**src/rtl/vdp_wb_bridge.sv**
```systemverilog
// Wishbone classic slave bridging a 0x30xx_xxxx window onto the VDP register port.
// Writes are posted through a small FIFO; reads wait for the FIFO to drain first.
module vdp_wb_bridge #(
    parameter int FIFO_DEPTH = 4,
    parameter int RD_TIMEOUT = 255
) (
    input  logic        wb_clk_i,
    input  logic        wb_rst_i,
    input  logic        wbs_cyc_i,
    input  logic        wbs_stb_i,
    input  logic        wbs_we_i,
    input  logic [3:0]  wbs_sel_i,
    input  logic [31:0] wbs_adr_i,
    input  logic [31:0] wbs_dat_i,
    output logic        wbs_ack_o,
    output logic [31:0] wbs_dat_o,
    output logic [5:0]  host_addr,
    output logic [15:0] host_write_data,
    output logic        host_write_en,
    input  logic        host_ready,
    output logic        host_read_en,
    input  logic [15:0] host_read_data,
    input  logic        host_read_valid,
    output logic        rd_timeout_err
);
    localparam int PW = $clog2(FIFO_DEPTH);

    typedef enum logic [2:0] {
        IDLE,
        WR_PUSH,
        RD_DRAIN,
        RD_REQ,
        RD_WAIT,
        ACK
    } state_t;

    state_t        r_state;
    logic [21:0]   r_mem [FIFO_DEPTH];
    logic [PW-1:0] r_wr_ptr;
    logic [PW-1:0] r_rd_ptr;
    logic [PW:0]   r_count;
    logic          r_ack;
    logic [31:0]   r_dat;
    logic          r_rd_en;
    logic [5:0]    r_rd_addr;
    logic [7:0]    r_tmr;
    logic          r_err;

    logic          w_empty;
    logic          w_full;
    logic          w_in_win;
    logic          w_clr;
    logic          w_skip;
    logic          w_push;
    logic          w_pop;
    logic [21:0]   w_head;

    assign w_empty  = (r_count == '0);
    assign w_full   = (r_count == (PW+1)'(FIFO_DEPTH));
    assign w_in_win = (wbs_adr_i[31:24] == 8'h30);
    assign w_clr    = (wbs_adr_i[7:2] == 6'h3F) && wbs_dat_i[0];
    assign w_skip   = w_clr || (wbs_sel_i[1:0] == 2'b00);
    assign w_push   = (r_state == WR_PUSH) && wbs_cyc_i && !w_full && !w_skip;
    assign w_head   = r_mem[r_rd_ptr];

    // Head is gated to zero when empty so stale storage never leaks out.
    assign host_write_en   = !w_empty && !r_rd_en;
    assign w_pop           = host_write_en && host_ready;
    assign host_write_data = w_empty ? 16'h0 : w_head[15:0];
    assign host_addr       = r_rd_en ? r_rd_addr
                           : (w_empty ? 6'h0 : w_head[21:16]);
    assign host_read_en    = r_rd_en;
    assign wbs_ack_o       = r_ack;
    assign wbs_dat_o       = r_dat;
    assign rd_timeout_err  = r_err;

    always_ff @(posedge wb_clk_i) begin
        if (w_push) begin
            r_mem[r_wr_ptr] <= {wbs_adr_i[7:2], wbs_dat_i[15:0]};
        end
    end

    always_ff @(posedge wb_clk_i or posedge wb_rst_i) begin
        if (wb_rst_i) begin
            r_wr_ptr <= '0;
            r_rd_ptr <= '0;
            r_count  <= '0;
        end else begin
            if (w_push) begin
                r_wr_ptr <= r_wr_ptr + 1'b1;
            end
            if (w_pop) begin
                r_rd_ptr <= r_rd_ptr + 1'b1;
            end
            case ({w_push, w_pop})
                2'b10:   r_count <= r_count + 1'b1;
                2'b01:   r_count <= r_count - 1'b1;
                default: r_count <= r_count;
            endcase
        end
    end

    always_ff @(posedge wb_clk_i or posedge wb_rst_i) begin
        if (wb_rst_i) begin
            r_state   <= IDLE;
            r_ack     <= 1'b0;
            r_dat     <= '0;
            r_rd_en   <= 1'b0;
            r_rd_addr <= '0;
            r_tmr     <= '0;
            r_err     <= 1'b0;
        end else begin
            r_ack   <= 1'b0;
            r_rd_en <= 1'b0;
            unique case (r_state)
                IDLE: begin
                    if (wbs_cyc_i && wbs_stb_i) begin
                        if (!w_in_win) begin
                            r_state <= ACK;
                            r_ack   <= 1'b1;
                            r_dat   <= '0;
                        end else if (wbs_we_i) begin
                            r_state <= WR_PUSH;
                        end else begin
                            r_state <= RD_DRAIN;
                        end
                    end
                end
                WR_PUSH: begin
                    if (!wbs_cyc_i) begin
                        r_state <= IDLE;
                    end else if (w_skip) begin
                        if (w_clr) begin
                            r_err <= 1'b0;
                        end
                        r_state <= ACK;
                        r_ack   <= 1'b1;
                    end else if (!w_full) begin
                        r_state <= ACK;
                        r_ack   <= 1'b1;
                    end
                end
                RD_DRAIN: begin
                    if (!wbs_cyc_i) begin
                        r_state <= IDLE;
                    end else if (w_empty) begin
                        r_state   <= RD_REQ;
                        r_rd_en   <= 1'b1;
                        r_rd_addr <= wbs_adr_i[7:2];
                        r_tmr     <= '0;
                    end
                end
                RD_REQ: begin
                    r_state <= wbs_cyc_i ? RD_WAIT : IDLE;
                end
                RD_WAIT: begin
                    if (!wbs_cyc_i) begin
                        r_state <= IDLE;
                    end else if (host_read_valid) begin
                        r_dat   <= {16'h0, host_read_data};
                        r_state <= ACK;
                        r_ack   <= 1'b1;
                    end else if (r_tmr == 8'(RD_TIMEOUT - 1)) begin
                        r_dat   <= 32'hFFFF_FFFF;
                        r_err   <= 1'b1;
                        r_state <= ACK;
                        r_ack   <= 1'b1;
                    end else begin
                        r_tmr <= r_tmr + 8'd1;
                    end
                end
                ACK: begin
                    r_state <= IDLE;
                end
                default: begin
                    r_state <= IDLE;
                end
            endcase
        end
    end
endmodule
```
**config.mk**
```make
export PLATFORM = sky130hd
export DESIGN_NAME = vdp_wb_bridge
export DESIGN_NICKNAME = d
export VERILOG_FILES = /design/src/rtl/vdp_wb_bridge.sv
export SDC_FILE = /design/constraint.sdc
export NUM_CORES = 1
export LEC_CHECK = 0
export CORE_AREA = 2 2 111 113
export DETAILED_ROUTE_END_ITERATION = 10
export DIE_AREA = 0 0 113 115
export PLACE_DENSITY_LB_ADDON = 0.25
export SLEW_MARGIN = 25
export SYNTH_ARGS = -nofsm -noshare
export SYNTH_HDL_FRONTEND = slang
export SYNTH_SLANG_ARGS = --single-unit
```
**constraint.sdc**
```tcl
create_clock -name wb_clk_i -period 2.7 [get_ports wb_clk_i]
set_input_delay 0.27 -clock wb_clk_i [delete_from_list [all_inputs] [get_ports wb_clk_i]]
set_output_delay 0.27 -clock wb_clk_i [all_outputs]
set_load 0.1 [all_outputs]
```
==> flow_metrics.env <==
export IMPL_crit_start="r_rd_ptr[0]"
export IMPL_cts_htree_levels=4
export IMPL_routed_wl_mm=11.6
export IMPL_synth_area_per_cell_um2=15.6
export IMPL_regArea_um2=3750
export IMPL_vias=3486
export IMPL_die_area_um2=13000
export IMPL_io_pins=149
export IMPL_area_growth_pct=36.2
export IMPL_clk_latency_ns=0.41
export IMPL_worst_pin_slew_ns=0.722
export IMPL_cts_repair_resize_count=0
export IMPL_grt_ovfl_total=0
export IMPL_die_y_um=115
export IMPL_skew_ns=0.0133
export IMPL_synth_fp_nets=459
export IMPL_grt_pass1_vias=3486
export IMPL_r2r_cells=8
export IMPL_placed_area_um2=7050
export IMPL_grt_util_met1_pct=24.0
export IMPL_endpoint_kind="output pin"
export IMPL_cp_required_ns=2.43
export IMPL_report_final_slew_viol_count=0
export IMPL_synth_seq_cells=132
export IMPL_fp_dieW_um=113
export IMPL_hold_class="input port to asynchronous set/reset pin"
export IMPL_worst_ep_arrival_time_ns=1.99
export IMPL_synth_warnings=0
export IMPL_fmax_mhz=442
export IMPL_clk_pin_slew_ns=0.06
export IMPL_worstPathCellList="buf_12, mux4_2, a22o_1, buf_12"
export IMPL_violations="DRC"
export IMPL_num_fill_cells=844
export IMPL_dp_cells=604
export IMPL_grt_use_total_pct=18.4
export IMPL_vias_per_cell=5.49
export IMPL_cts_buffers=17
export IMPL_finalHoldViolations=0
export IMPL_io_buffers=112
export IMPL_status="finished with violations"
export IMPL_syn_inst=360
export IMPL_worstReg2RegStart="r_state[1]"
export IMPL_ir_drop_v=0.00115
export IMPL_synth_area_um2=5620
export IMPL_gp_congestion=0.799
export IMPL_fp_row_count=40
export IMPL_met3_usage_pct=6.80
export IMPL_grt_pass1_wl_mm=18.2
export IMPL_multi_input_area_um2=1640
export IMPL_clockBufferDepth=2
export IMPL_drv_cap=0
export IMPL_utilization_pct=64.9
export IMPL_drc=15
export IMPL_post_cts_buffers=0
export IMPL_wl_per_cell_um=18.3
export IMPL_critPathLaunchType="flip-flop"
export IMPL_synth_top_area_share_pct=47.0
export IMPL_synth_most_common_cell="edfxtp_1"
export IMPL_critPathTopFamily="multiplexers"
export IMPL_met2_usage_pct=29.4
export IMPL_yosys_area_top_type="edfxtp_1"
export IMPL_core_area_um2=11800
export IMPL_finalInstanceArea_um2=7660
export IMPL_reg2reg_to="r_count[1]"
export IMPL_start_util_pct=47.6
export IMPL_dp_hpwl_mm=7.50
export IMPL_path_class="flip-flop to output pin"
export IMPL_rsz0062_at_grt="false"
export IMPL_critPathMaxStageDelay_ns=0.53
export IMPL_antenna_found_initial=0
export IMPL_rrSetupSlack_ns=0.57
export IMPL_synthArstFlopShare_pct=33.3
export IMPL_power_density_nw_per_um2=1360
export IMPL_diodes=0
export IMPL_cp_slowest_cell="mux4_2"
export IMPL_cts_tree="built"
export IMPL_ys_dominant_reg_cell="edfxtp_1"
export IMPL_yosys_top_cells_area="edfxtp_1 47%, dfrtp_1 20%, mux4_2 8.8%"
export IMPL_crit_cells=4
export IMPL_crit_fanout=24
export IMPL_cts_root_buf="clkbuf_16"
export IMPL_setup_tns_ns=0
export IMPL_crit_buf_inv=2
export IMPL_fin_cells=635
export IMPL_netlist_cell_type_count=49
export IMPL_period_needed_ns=2.26
export IMPL_drt_iter0_markers=296
export IMPL_dr_pass1_iters=8
export IMPL_leakagePower_nw=2.97
export IMPL_drive_above_1_share_pct=30.5
export IMPL_synthTopCellsByCount="88 x edfxtp_1, 44 x dfrtp_1, 24 x nand2_1"
export IMPL_cts_hold_buf=0
export IMPL_setup_viol=0
export IMPL_grt_busiest_layer="met2"
export IMPL_synth_edf_count=88
export IMPL_final_nets=575
export IMPL_ant_nets=0
export IMPL_cts_num_sinks=132
export IMPL_slew_headroom_pct=51.7
export IMPL_cp_common_cell="buf_12"
export IMPL_min_period_over_period_pct=83.7
export IMPL_grt_max_degree=45
export IMPL_seq_area_frac_synth_pct=66.6
-- placed cells by master (no fill, tap or decap), types with 5 or more instances in the layout --
master | Yosys | routed
nand3_1 | 8 | 8
a22o_1 | 6 | 6
buf_12 | 0 | 27
inv_1 | 12 | 11
clkinv_1 | 1 | 5
a21oi_1 | 5 | 5
ha_1 | 7 | 7
o21ai_0 | 10 | 10
o221a_2 | 16 | 16
edfxtp_1 | 88 | 88
dfrtp_1 | 44 | 43
nor3_1 | 8 | 8
nor2_1 | 7 | 6
and2_1 | 21 | 20
nand4_1 | 5 | 5
nand2_1 | 24 | 24
mux4_2 | 22 | 22
buf_4 | 17 | 47
clkbuf_16 | 0 | 17
clkdlybuf4s50_1 | 0 | 54
-- where the power goes --
group          leakage [nW]  internal [mW]  switching (mW)
Sequential             1.36           2.46           0.187
Combinational          1.31           1.87            3.55
Clock                 0.292           1.53           0.828
-- per-stage QoR --
stage                     setup WS (ns)  total power [mW]  hold slack (ns)
after floorplan                  0.0175              6.41            0.369
after global placement            0.162              8.08            0.459
after detailed placement          0.111              8.13            0.463
after CTS                         0.398              10.5            0.331
after global routing              0.350              10.8            0.387
final                             0.440              10.4            0.323
-- routing by layer --
metal / part of all wire, % / vias up
met2: 49 / 142
met4: 0.43 / 0
met1: 43 / 1724
li1: - / 1613
met5: 0 / -
met3: 8.4 / 7
-- cell families (layout without fill, tap and decap cells) --
| kind of cell | after synthesis | after routing | synth area share (%) |
|---|---|---|---|
| adders and majority gates | 8 | 8 | 1.91 |
| buffers and inverters | 44 | 172 | 4.47 |
| and+or+nand+nor | 93 | 93 | 9.21 |
| xor gates and xnor gates | 7 | 7 | 1.09 |
| DFF | 132 | 132 | 66.6 |
| AOI/OAI and AO/OA | 52 | 52 | 7.54 |
| muxes | 24 | 24 | 9.19 |
-- worst min-delay path: stages --
cell and delay, ns:
clkdlybuf4s50_1 0.40, clkinv_1 0.05, buf_4 0.46
-- registers in the layout (all words and copies together) (netlist names) --
register / flops
r_state: 3
rd_timeout_err: 1
r_tmr: 8
wbs_ack_o: 1
r_wr_ptr: 2
r_count: 3
r_rd_ptr: 2
r_rd_addr: 6
wbs_dat_o: 17
host_read_en: 1
r_mem: 88
-- how the worst max path moves through the flow --
stage	end	slack, ns
floorplan	r_count[2]	0.02
global placement	r_count[2]	0.16
detailed placement	r_count[2]	0.11
CTS	host_addr[2]	0.40
global route	host_addr[2]	0.35
finish	host_addr[2]	0.44
-- cell type report --
class / count / area share, %
Clock buffer: 17 / 5.55
Clock inverter: 14 / 2.38
Inverter: 13 / 0.637
Multi-Input combinational cell: 184 / 21.4
Sequential cell: 132 / 48.9
Tap cell: 147 / 2.40
Timing Repair Buffer: 128 / 18.7
Note: power is estimated with default switching activity, not from simulation.
